$ cat config.mk
export PLATFORM = sky130hd
export DESIGN_NAME = tte_tx_sched
export DESIGN_NICKNAME = d
export VERILOG_FILES = /design/src/rtl/tte_tx_sched.sv
export SDC_FILE = /design/constraint.sdc
export NUM_CORES = 1
export LEC_CHECK = 0
export ABC_AREA = 1
export CELL_PAD_IN_SITES_DETAIL_PLACEMENT = 1
export CELL_PAD_IN_SITES_GLOBAL_PLACEMENT = 2
export CORE_ASPECT_RATIO = 0.9
export CORE_MARGIN = 3
export CORE_UTILIZATION = 32
export DETAILED_ROUTE_END_ITERATION = 12
export PLACE_DENSITY_LB_ADDON = 0.1
export SLEW_MARGIN = 20
export SYNTH_ARGS = -nofsm -noshare
export SYNTH_HDL_FRONTEND = slang
export SYNTH_SLANG_ARGS = --single-unit
$ cat constraint.sdc
create_clock -name clk -period 8.8 [get_ports clk]
set_input_delay 2.2 -clock clk [delete_from_list [all_inputs] [get_ports clk]]
set_output_delay 2.2 -clock clk [all_outputs]
set_load 0.005 [all_outputs]
$ cat src/rtl/tte_tx_sched.sv
// Time-aware transmit scheduler: moves whole TT/BE frames from the source pointer/data FIFOs into the MAC-side queue.
// TT frames start only inside the TT window. BE frames start outside it, and only when they end before the window opens.
module tte_tx_sched #(
    parameter int unsigned CLK_NS   = 5,
    parameter int unsigned MAX_LEN  = 1518,
    parameter int unsigned OVH_NS   = 960,
    parameter int unsigned DQ_DEPTH = 4096
) (
    input  logic        clk,
    input  logic        rstn,
    input  logic        cfg_en,
    input  logic [31:0] cfg_cycle_ns,
    input  logic [31:0] cfg_tt_start,
    input  logic [31:0] cfg_tt_len,
    input  logic [1:0]  speed,
    output logic        tptr_fifo_rd,
    input  logic [15:0] tptr_fifo_din,
    input  logic        tptr_fifo_empty,
    output logic        tdata_fifo_rd,
    input  logic [7:0]  tdata_fifo_din,
    output logic        ptr_fifo_rd,
    input  logic [15:0] ptr_fifo_din,
    input  logic        ptr_fifo_empty,
    output logic        data_fifo_rd,
    input  logic [7:0]  data_fifo_din,
    output logic        o_data_wr,
    output logic [7:0]  o_data_dout,
    output logic        o_ptr_wr,
    output logic [15:0] o_ptr_dout,
    input  logic        o_ptr_full,
    input  logic [11:0] o_data_depth,
    output logic [31:0] phase_ns,
    output logic        tt_open,
    output logic [15:0] drop_cnt
);
    typedef enum logic [1:0] {IDLE, XFER, WPTR, DROP} state_t;

    state_t           state_q;
    logic [31:0]      phase_q, phase_d, need;
    logic [32:0]      ph_sum, win_end, t2w;
    logic [9:0]       byte_ns;
    logic [1:0]       pf_rd_q, pf_cap_q, vld_q, clr, pf_empty, ill, space;
    logic [1:0][10:0] len_q, pf_din;
    logic             be_fits, go, go_tt, go_drop, fin;
    logic [10:0]      sel_len, cnt_q;
    logic             sel_tt_q, drd_q, owr_q, pwr_q;
    logic [15:0]      pdout_q, drop_q;
    logic             unused_hi;

    assign unused_hi = ^{tptr_fifo_din[15:11], ptr_fifo_din[15:11]};

    // Wrap subtracts the cycle length instead of zeroing so a non-multiple cycle does not drift.
    always_comb begin
        ph_sum  = {1'b0, phase_q} + 33'(CLK_NS);
        phase_d = (ph_sum >= {1'b0, cfg_cycle_ns}) ? 32'(ph_sum - {1'b0, cfg_cycle_ns}) : ph_sum[31:0];
        win_end = {1'b0, cfg_tt_start} + {1'b0, cfg_tt_len};
        t2w     = (phase_q < cfg_tt_start) ? {1'b0, cfg_tt_start - phase_q}
                                           : {1'b0, cfg_cycle_ns} - {1'b0, phase_q} + {1'b0, cfg_tt_start};
    end

    assign tt_open  = cfg_en & (phase_q >= cfg_tt_start) & ({1'b0, phase_q} < win_end);
    assign phase_ns = phase_q;

    always_ff @(posedge clk or negedge rstn) begin
        if (!rstn) phase_q <= '0;
        else       phase_q <= phase_d;
    end

    always_comb begin
        case (speed)
            2'b00:   byte_ns = 10'd800;
            2'b01:   byte_ns = 10'd80;
            default: byte_ns = 10'd8;
        endcase
    end

    // Index 1 is the TT queue, index 0 the BE queue.
    assign pf_empty     = {tptr_fifo_empty, ptr_fifo_empty};
    assign pf_din[1]    = tptr_fifo_din[10:0];
    assign pf_din[0]    = ptr_fifo_din[10:0];
    assign tptr_fifo_rd = pf_rd_q[1];
    assign ptr_fifo_rd  = pf_rd_q[0];

    always_ff @(posedge clk or negedge rstn) begin
        if (!rstn) begin
            pf_rd_q  <= '0;
            pf_cap_q <= '0;
            vld_q    <= '0;
            len_q    <= '0;
        end else begin
            for (int q = 0; q < 2; q++) begin
                pf_cap_q[q] <= pf_rd_q[q];
                pf_rd_q[q]  <= !vld_q[q] && !pf_cap_q[q] && !pf_rd_q[q] && !pf_empty[q];
                if (pf_cap_q[q]) begin
                    vld_q[q] <= 1'b1;
                    len_q[q] <= pf_din[q];
                end else if (clr[q]) begin
                    vld_q[q] <= 1'b0;
                end
            end
        end
    end

    always_comb begin
        for (int q = 0; q < 2; q++) begin
            ill[q]   = (len_q[q] == 11'd0) || (32'(len_q[q]) > MAX_LEN);
            space[q] = !o_ptr_full && ((32'(o_data_depth) + 32'(len_q[q])) <= DQ_DEPTH);
        end
        need    = 32'(len_q[0]) * 32'(byte_ns) + OVH_NS;
        be_fits = !cfg_en || (!tt_open && (t2w >= {1'b0, need}));
    end

    // First match wins; a BE frame that does not fit simply stays in its prefetch slot.
    always_comb begin
        go      = 1'b0;
        go_tt   = 1'b0;
        go_drop = 1'b0;
        if (vld_q[1] && ill[1]) begin
            go = 1'b1; go_tt = 1'b1; go_drop = 1'b1;
        end else if (vld_q[1] && (tt_open || !cfg_en) && space[1]) begin
            go = 1'b1; go_tt = 1'b1;
        end else if (vld_q[0] && ill[0]) begin
            go = 1'b1; go_drop = 1'b1;
        end else if (vld_q[0] && be_fits && space[0]) begin
            go = 1'b1;
        end
        sel_len = go_tt ? len_q[1] : len_q[0];
    end

    assign fin = (state_q == WPTR) || ((state_q == DROP) && !drd_q);
    assign clr = {fin && sel_tt_q, fin && !sel_tt_q};

    always_ff @(posedge clk or negedge rstn) begin
        if (!rstn) begin
            state_q  <= IDLE;
            sel_tt_q <= 1'b0;
            cnt_q    <= '0;
            drd_q    <= 1'b0;
            owr_q    <= 1'b0;
            pwr_q    <= 1'b0;
            pdout_q  <= '0;
            drop_q   <= '0;
        end else begin
            owr_q <= drd_q && (state_q == XFER);
            case (state_q)
                IDLE: begin
                    if (go) begin
                        sel_tt_q <= go_tt;
                        cnt_q    <= sel_len - 11'd1;
                        drd_q    <= (sel_len != 11'd0);
                        pdout_q  <= {go_tt, 4'b0000, sel_len};
                        state_q  <= go_drop ? DROP : XFER;
                    end
                end
                XFER, DROP: begin
                    // One idle cycle after the last read lets the final byte land before closing the frame.
                    if (drd_q) begin
                        if (cnt_q == 11'd0) drd_q <= 1'b0;
                        else                cnt_q <= cnt_q - 11'd1;
                    end else if (state_q == XFER) begin
                        pwr_q   <= 1'b1;
                        state_q <= WPTR;
                    end else begin
                        if (drop_q != 16'hFFFF) drop_q <= drop_q + 16'd1;
                        state_q <= IDLE;
                    end
                end
                WPTR: begin
                    pwr_q   <= 1'b0;
                    state_q <= IDLE;
                end
                default: state_q <= IDLE;
            endcase
        end
    end

    assign tdata_fifo_rd = drd_q && sel_tt_q;
    assign data_fifo_rd  = drd_q && !sel_tt_q;
    assign o_data_wr     = owr_q;
    assign o_data_dout   = owr_q ? (sel_tt_q ? tdata_fifo_din : data_fifo_din) : 8'h00;
    assign o_ptr_wr      = pwr_q;
    assign o_ptr_dout    = pdout_q;
    assign drop_cnt      = drop_q;

endmodule

Word level (Yosys, flattened, before mapping)

Cells that the tools add are included.

Add/subtract/negate cells: 12
Multiply operators: 1
Magnitude comparators: 9
Eq/ne operators: 10
Muxes and demuxes: 35
Bitwise operators: 4
Reductions and logical operators: 56

Operator list:

| cell                                               | number |
|---|---|
| subtractor 32 bit                                  | 2 |
| 2-to-1 mux 11 bit                                  | 4 |
| adder 32 x 3 -> 33 bit, second input constant      | 1 |
| adder 32 x 32 -> 33 bit                            | 1 |
| adder 33 x 32 -> 33 bit                            | 1 |
| >= comparator 33 x 22 -> 1 bit                     | 1 |
| >= comparator 33 x 32 -> 1 bit                     | 1 |
| logical NOT 11 bit                                 | 3 |
| < comparator 32 x 33 -> 1 bit                      | 1 |
| 2-to-1 mux 33 bit                                  | 1 |
| subtractor 32 x 32 -> 33 bit                       | 1 |
| >= comparator 32 bit                               | 1 |
| < comparator 32 bit                                | 1 |
| 2-to-1 mux 32 bit                                  | 1 |
| adder 12 x 11 -> 13 bit                            | 2 |
| <= comparator 13 bit, second input constant        | 2 |
| adder 21 x 10 -> 22 bit, second input constant     | 1 |
| > comparator 11 bit, second input constant         | 2 |
| one-hot mux 11 bit (2 select lines)                | 1 |
| subtractor 11 x 1 -> 11 bit, second input constant | 2 |
| logical AND 1 bit                                  | 21 |
| multiplier 11 x 10 -> 21 bit                       | 1 |
| one-hot mux 10 bit (2 select lines)                | 1 |
| 2-to-1 mux 1 bit                                   | 18 |
| 20 further kinds                                   | 56 |

Flip-flop bits (word level): 105
Bits of input ports: 164
Output and inout port bits: 79

Longest topological paths before layout

Word-level depth: 15
Gate-level depth with buffers: 43
Mapped depth without buffers: 42

Worst setup path before layout

OpenSTA, ideal clock, no wires.

Kind: input to register
Start: in speed[1]
End: reg pdout_q[10], in the netlist o_ptr_dout[10]
Arrival: 8.147 ns
Required time: 8.672 ns
Path slack: 0.525 ns
Stages: 40
Buffers on the path: 2
Path through: inv_1 -> nand2_1 -> clkbuf_1 -> nor2_1 -> ha_1 -> fa_1 -> inv_1 -> fa_1 -> inv_1 -> fa_1 -> ha_1 -> ha_1 -> inv_1 -> fa_1 -> o21ai_0 -> a21oi_1 -> o21bai_1 -> nand2_1 -> [4 not listed] -> o21bai_1 -> xor2_1 -> ha_1 -> nand2_1 -> nor2_1 -> a211oi_1 -> nand2_1 -> nand3_1 -> nand2_1 -> nor2_1 -> nand3_1 -> nand2_1 -> nand2_1 -> nand2_1 -> nand2_1 -> nand2_2 -> buf_2 -> o21ai_0

Cells in the longest elaborated chain, start to end: 14
Elaborated cells between the ends (all ways): 15

RTL lines:

| item                                                                     | RTL line | source |
|---|---|---|
| start, declared                                                          | 15       | `input logic [1:0] speed,` |
| equality test 2 x 1 -> 1 bit / logical NOT 2 bit (equally long branches) | 70       | `case (speed)` |
| one-hot mux 10 bit (2 select lines) (*)                                  | 70       |  |
| multiplier 11 x 10 -> 21 bit (*)                                         | 109      | `need = 32'(len_q[0]) * 32'(byte_ns) + OVH_NS;` |
| adder 21 x 10 -> 22 bit (*)                                              | 109      |  |
| >= comparator 33 x 22 -> 1 bit (*)                                       | 110      | `be_fits = !cfg_en \|\| (!tt_open && (t2w >= {1'b0, need}));` |
| logical AND 1 bit (*)                                                    | 110      |  |
| logical OR 1 bit (*)                                                     | 110      |  |
| logical AND 1 bit (*) (2 in a row)                                       | 124      | `end else if (vld_q[0] && be_fits && space[0]) begin` |
| 2-to-1 mux 1 bit (*)                                                     | 124      |  |
| 2-to-1 mux 1 bit (*)                                                     | 122      | `end else if (vld_q[0] && ill[0]) begin` |
| 2-to-1 mux 1 bit (*)                                                     | 120      | `end else if (vld_q[1] && (tt_open \|\| !cfg_en) && space[1]) begin` |
| 2-to-1 mux 1 bit (*)                                                     | 118      | `if (vld_q[1] && ill[1]) begin` |
| AND reduction 2 bit (no line) (*)                                        | -        |  |
| end signal, assigned                                                     | 151      | `pdout_q <= {go_tt, 4'b0000, sel_len};` |
| end, declared                                                            | 47       | `logic [15:0] pdout_q, drop_q;` |

Every way passes the cells marked *; elsewhere a longest branch is shown, timed or not.
A chain may end at the register's enable or synchronous reset.

Worst setup path after layout

Start: in cfg_tt_start[0]
End: out tt_open

Cells in the longest elaborated chain, start to end: 3
Elaborated cells between the ends (all ways): 5

RTL lines:

| item                                                                      | RTL line | source |
|---|---|---|
| start, declared                                                           | 13       | `input logic [31:0] cfg_tt_start,` |
| adder 32 x 32 -> 33 bit / >= comparator 32 bit (equally long branches)    | 56, 61   |  |
| < comparator 32 x 33 -> 1 bit / bitwise AND 1 bit (equally long branches) | 61       | `assign tt_open = cfg_en & (phase_q >= cfg_tt_start) & ({1'b0, phase_q} < win_end);` |
| bitwise AND 1 bit (*)                                                     | 61       |  |
| end, declared                                                             | 33       | `output logic tt_open,` |

Marks and branches as above.

==> reports/qor.yml <==
yosys:
  synthFlopType: "dfrtp_1"
  ys_types: 61
  synth_mux_area_share_pct: 0.276
  netlist_area_um2: 18600
  seq_area_frac_synth_pct: 14.0
  yosys.area.top_type: "ha_1"
  synth_fa_ha_area_share_pct: 25.9
  yosysTopAreaCellShare_pct: 18.4
  syn_inst: 2806
  async_reset_ff_share_pct: 100
  synth_xor_area_share_pct: 7.34
  yosysWarningCount: 0
  synth_edf_count: 0
  netlist_top_cells_area: "ha_1 18%, dfrtp_1 14%, nand2_1 13%, inv_1 9.8%, fa_1 7.5%"
  synth-compound-area-share_pct: 13.3
  syn_avg_cell_area_um2: 6.63
  synth_top_family_by_area: "simple AND/OR/NAND/NOR gates"
  synth-seq-cells: 104
  synth-simple-area-share_pct: 28.1
routing:
  wl_per_cell_um: 18.5
  routed_wl_mm: 71.4
  drt_iter0_markers: 938
  via_count: 19300
  vias_per_cell: 4.98
  first_pass_iters: 5
  drcViolationCount: 0
  drtAntennaViolNets: 0
clock_tree:
  clk_latency_ns: 0.41
  cts_tree: "yes"
  cts_hold_buf: 0
  numCtsBuffers: 9
  cts_buffer_depth: 2
  ctsHtreeMaxLevel: 3
  clk_pin_slew_ns: 0.08
  cts_sinks: 104
  root_buffer: "clkbuf_16"
cells_and_area:
  nNetsFinal: 3607
  area.growth.synth_to_final_pct: 22.6
  drive_gt1_share_pct: 6.80
  num_antenna_cells: 0
  nFillCells: 7336
  layout.cells.non_filler: 3869
  most-common-layout-cells: "654 x nand2_1, 484 x inv_1, 269 x ha_1"
  final_common_cell: "nand2_1"
critical_path:
  path_buf_inv: 5
  worstPathRequired_ns: 6.60
  critPathSlowestCell: "clkdlybuf4s50_1"
  max_stage_delay_ns: 0.51
  end_kind: "primary output"
  worstSetupStartpointType: "input pin"
  path_common_cell: "nand2_1"
  crit_family: "buffers and inverters"
  worstPathCellList: "clkdlybuf4s50_1 > ha_2 > fa_1 > nand3_1 > nand2_1 > nand2_1 > nand2_2 > a21oi_2 > o21bai_2 > a211oi_2 > buf_4 > o31ai_1 > buf_4 > a21oi_4 > xor2_1 > ha_1 > a21oi_1 > nor2_1 > a211oi_1 > nand2_1 > nand2_1 > nand2_2 > inv_1 > clkdlybuf4s50_1"
  worstSetupPathType: "input pin to primary output"
  r2r_slack_ns: 1.94
  critPathMaxFanout: 2
  crit_arrival_ns: 6.34
sta:
  post-route-period-util_pct: 97.1
  hold_slack_ns: 0.415
  setup_slack_ns: 0.259
  drv_slew: 0
  setup_viol: 0
  slew_headroom_pct: 36.7
  finalSetupTns_ns: 0
  skew_ns: 0.0124
  final_hold_viol_count: 0
  fin_crit_ns: 8.54
  tightest_slew_ns: 0.944
  timing.fmax_mhz: 117
flow_run:
  maxCapViolations: 0
die:
  die_height_um: 235
  die_x_um: 260
  start_util_pct: 32.5
  io_pins: 243
  dieArea_um2: 61100
  core_area_um2: 57300
  rows: 83
power:
  powerDensity_nw_per_um2: 406
  p_leak_nw: 11.8
  ir_worst_vdd_uv: 186
placed_design:
  hpwl_mm: 62.0
  place_ws_ns: -0.588
  io_buffers: 228
  place_inst: 3850
  gp_congestion: 0.895
global_route:
  grtUsageTotal_pct: 23.3
  antenna_found_initial: 1
  grt_pass1_wl_mm: 112
  grt_pass1_vias: 20000
  grt_remaining_overflow: 0
  grt_max_degree: 68
run_status:
  status: "complete, no violations"
min_path:
  hold_class: "register to register"
-- synthesized netlist by cell type (all sizes together), types with 2 or more instances --
cell type	instances
nand4	27
a31o	2
fa	70
xnor2	60
xor2	96
o21bai	14
clkinv	2
inv	490
a31oi	15
nor3	35
or2	15
o21ai	168
nor2	269
a21o	13
o31ai	3
a21oi	198
a211oi	5
a22oi	4
conb	2
o211ai	6
o221ai	3
nor4	17
mux2i	4
a21boi	2
and2	11
buf	20
and3	5
nand2	686
o21a	8
a221oi	2
nand3b	10
dfrtp	104
nand3	145
clkbuf	13
ha	274
-- cell families after synthesis --
logic type / Yosys count
AO/OA/AOI/OAI: 449
flip-flops: 104
AND/OR/NAND/NOR: 1221
multiplexers: 5
other: 2
adder cells (fa/ha/maj): 344
XOR/XNOR: 156
buffers and inverters: 525
-- worst paths after layout --
| path | endpoint | cells after the start | start |
|---|---|---|---|
| max in group asynchronous | len_q[10]$_DFFE_PN0P_ | 2 | rstn |
| min in group asynchronous | phase_ns[1]$_DFF_PN0_ | 1 | rstn |
| worst min register to register | pf_cap_q[0]$_DFF_PN0_ | 0 | pf_rd_q[0]$_DFF_PN0_ |
| worst max-delay path | tt_open | 24 | cfg_tt_start[0] |
| worst min-delay path | pf_cap_q[0]$_DFF_PN0_ | 0 | pf_rd_q[0]$_DFF_PN0_ |
| worst max register to register | cnt_q[4]$_DFFE_PN0P_ | 38 | len_q[4]$_DFFE_PN0P_ |
-- flip-flops by register name, summed over array words and instances, names as in the netlist --
register    count
o_ptr_dout     11
vld_q           2
pf_cap_q        2
cnt_q          11
sel_tt_q        1
drd_q           1
state_q         2
o_data_wr       1
phase_ns       32
pf_rd_q         2
drop_cnt       16
o_ptr_wr        1
len_q          22
-- layout make-up --
cell class,count,area [µm²],share of cell area (%)
clock inverters,7,70.1,0.307
repair buffers,310,2940,12.9
multi-input cells,2182,14200,62.1
clock buffers,9,225,0.987
inverters,492,1850,8.11
flip-flops and latches,104,2600,11.4
well taps,765,957,4.20
-- what timing repair did --
action	4_1_cts	5_1_grt
pin swaps	3	12
cloned	0	1
buffers inserted	0	2
setup endpoints to repair	27	27
gates resized for setup	6	42
-- metrics by stage --
| step | util [%] | power [mW] | area (µm²) |
|---|---|---|---|
| 3_5_place_dp | 38.9 | 8.58 | 22300 |
| 4_1_cts | 39.4 | 9.10 | 22600 |
| 2_1_floorplan | - | 6.00 | 18600 |
| 6_report | 39.8 | 9.27 | 22800 |
| 3_3_place_gp | 38.9 | 8.35 | 22300 |
| 5_1_grt | 39.8 | 10.4 | 22800 |
-- per-layer routing --
| metal | vias up | part of all wire (%) | global-route usage [%] |
|---|---|---|---|
| li1 | 9601 | - | - |
| met4 | 2 | 1.4 | 4.26 |
| met2 | 311 | 44 | 36.7 |
| met3 | 46 | 4.5 | 3.69 |
| met5 | - | 0.015 | 0 |
| met1 | 9295 | 50 | 33.8 |
-- where the power goes --
group	internal, mW	leakage (nW)	total, mW	switching [mW]
combinational	3.08	10.4	7.72	4.64
sequential	0.690	1.30	1.10	0.411
clock	0.202	0.147	0.446	0.244
total	3.97	11.8	9.27	5.30
Power figures use the tool's default switching activity.
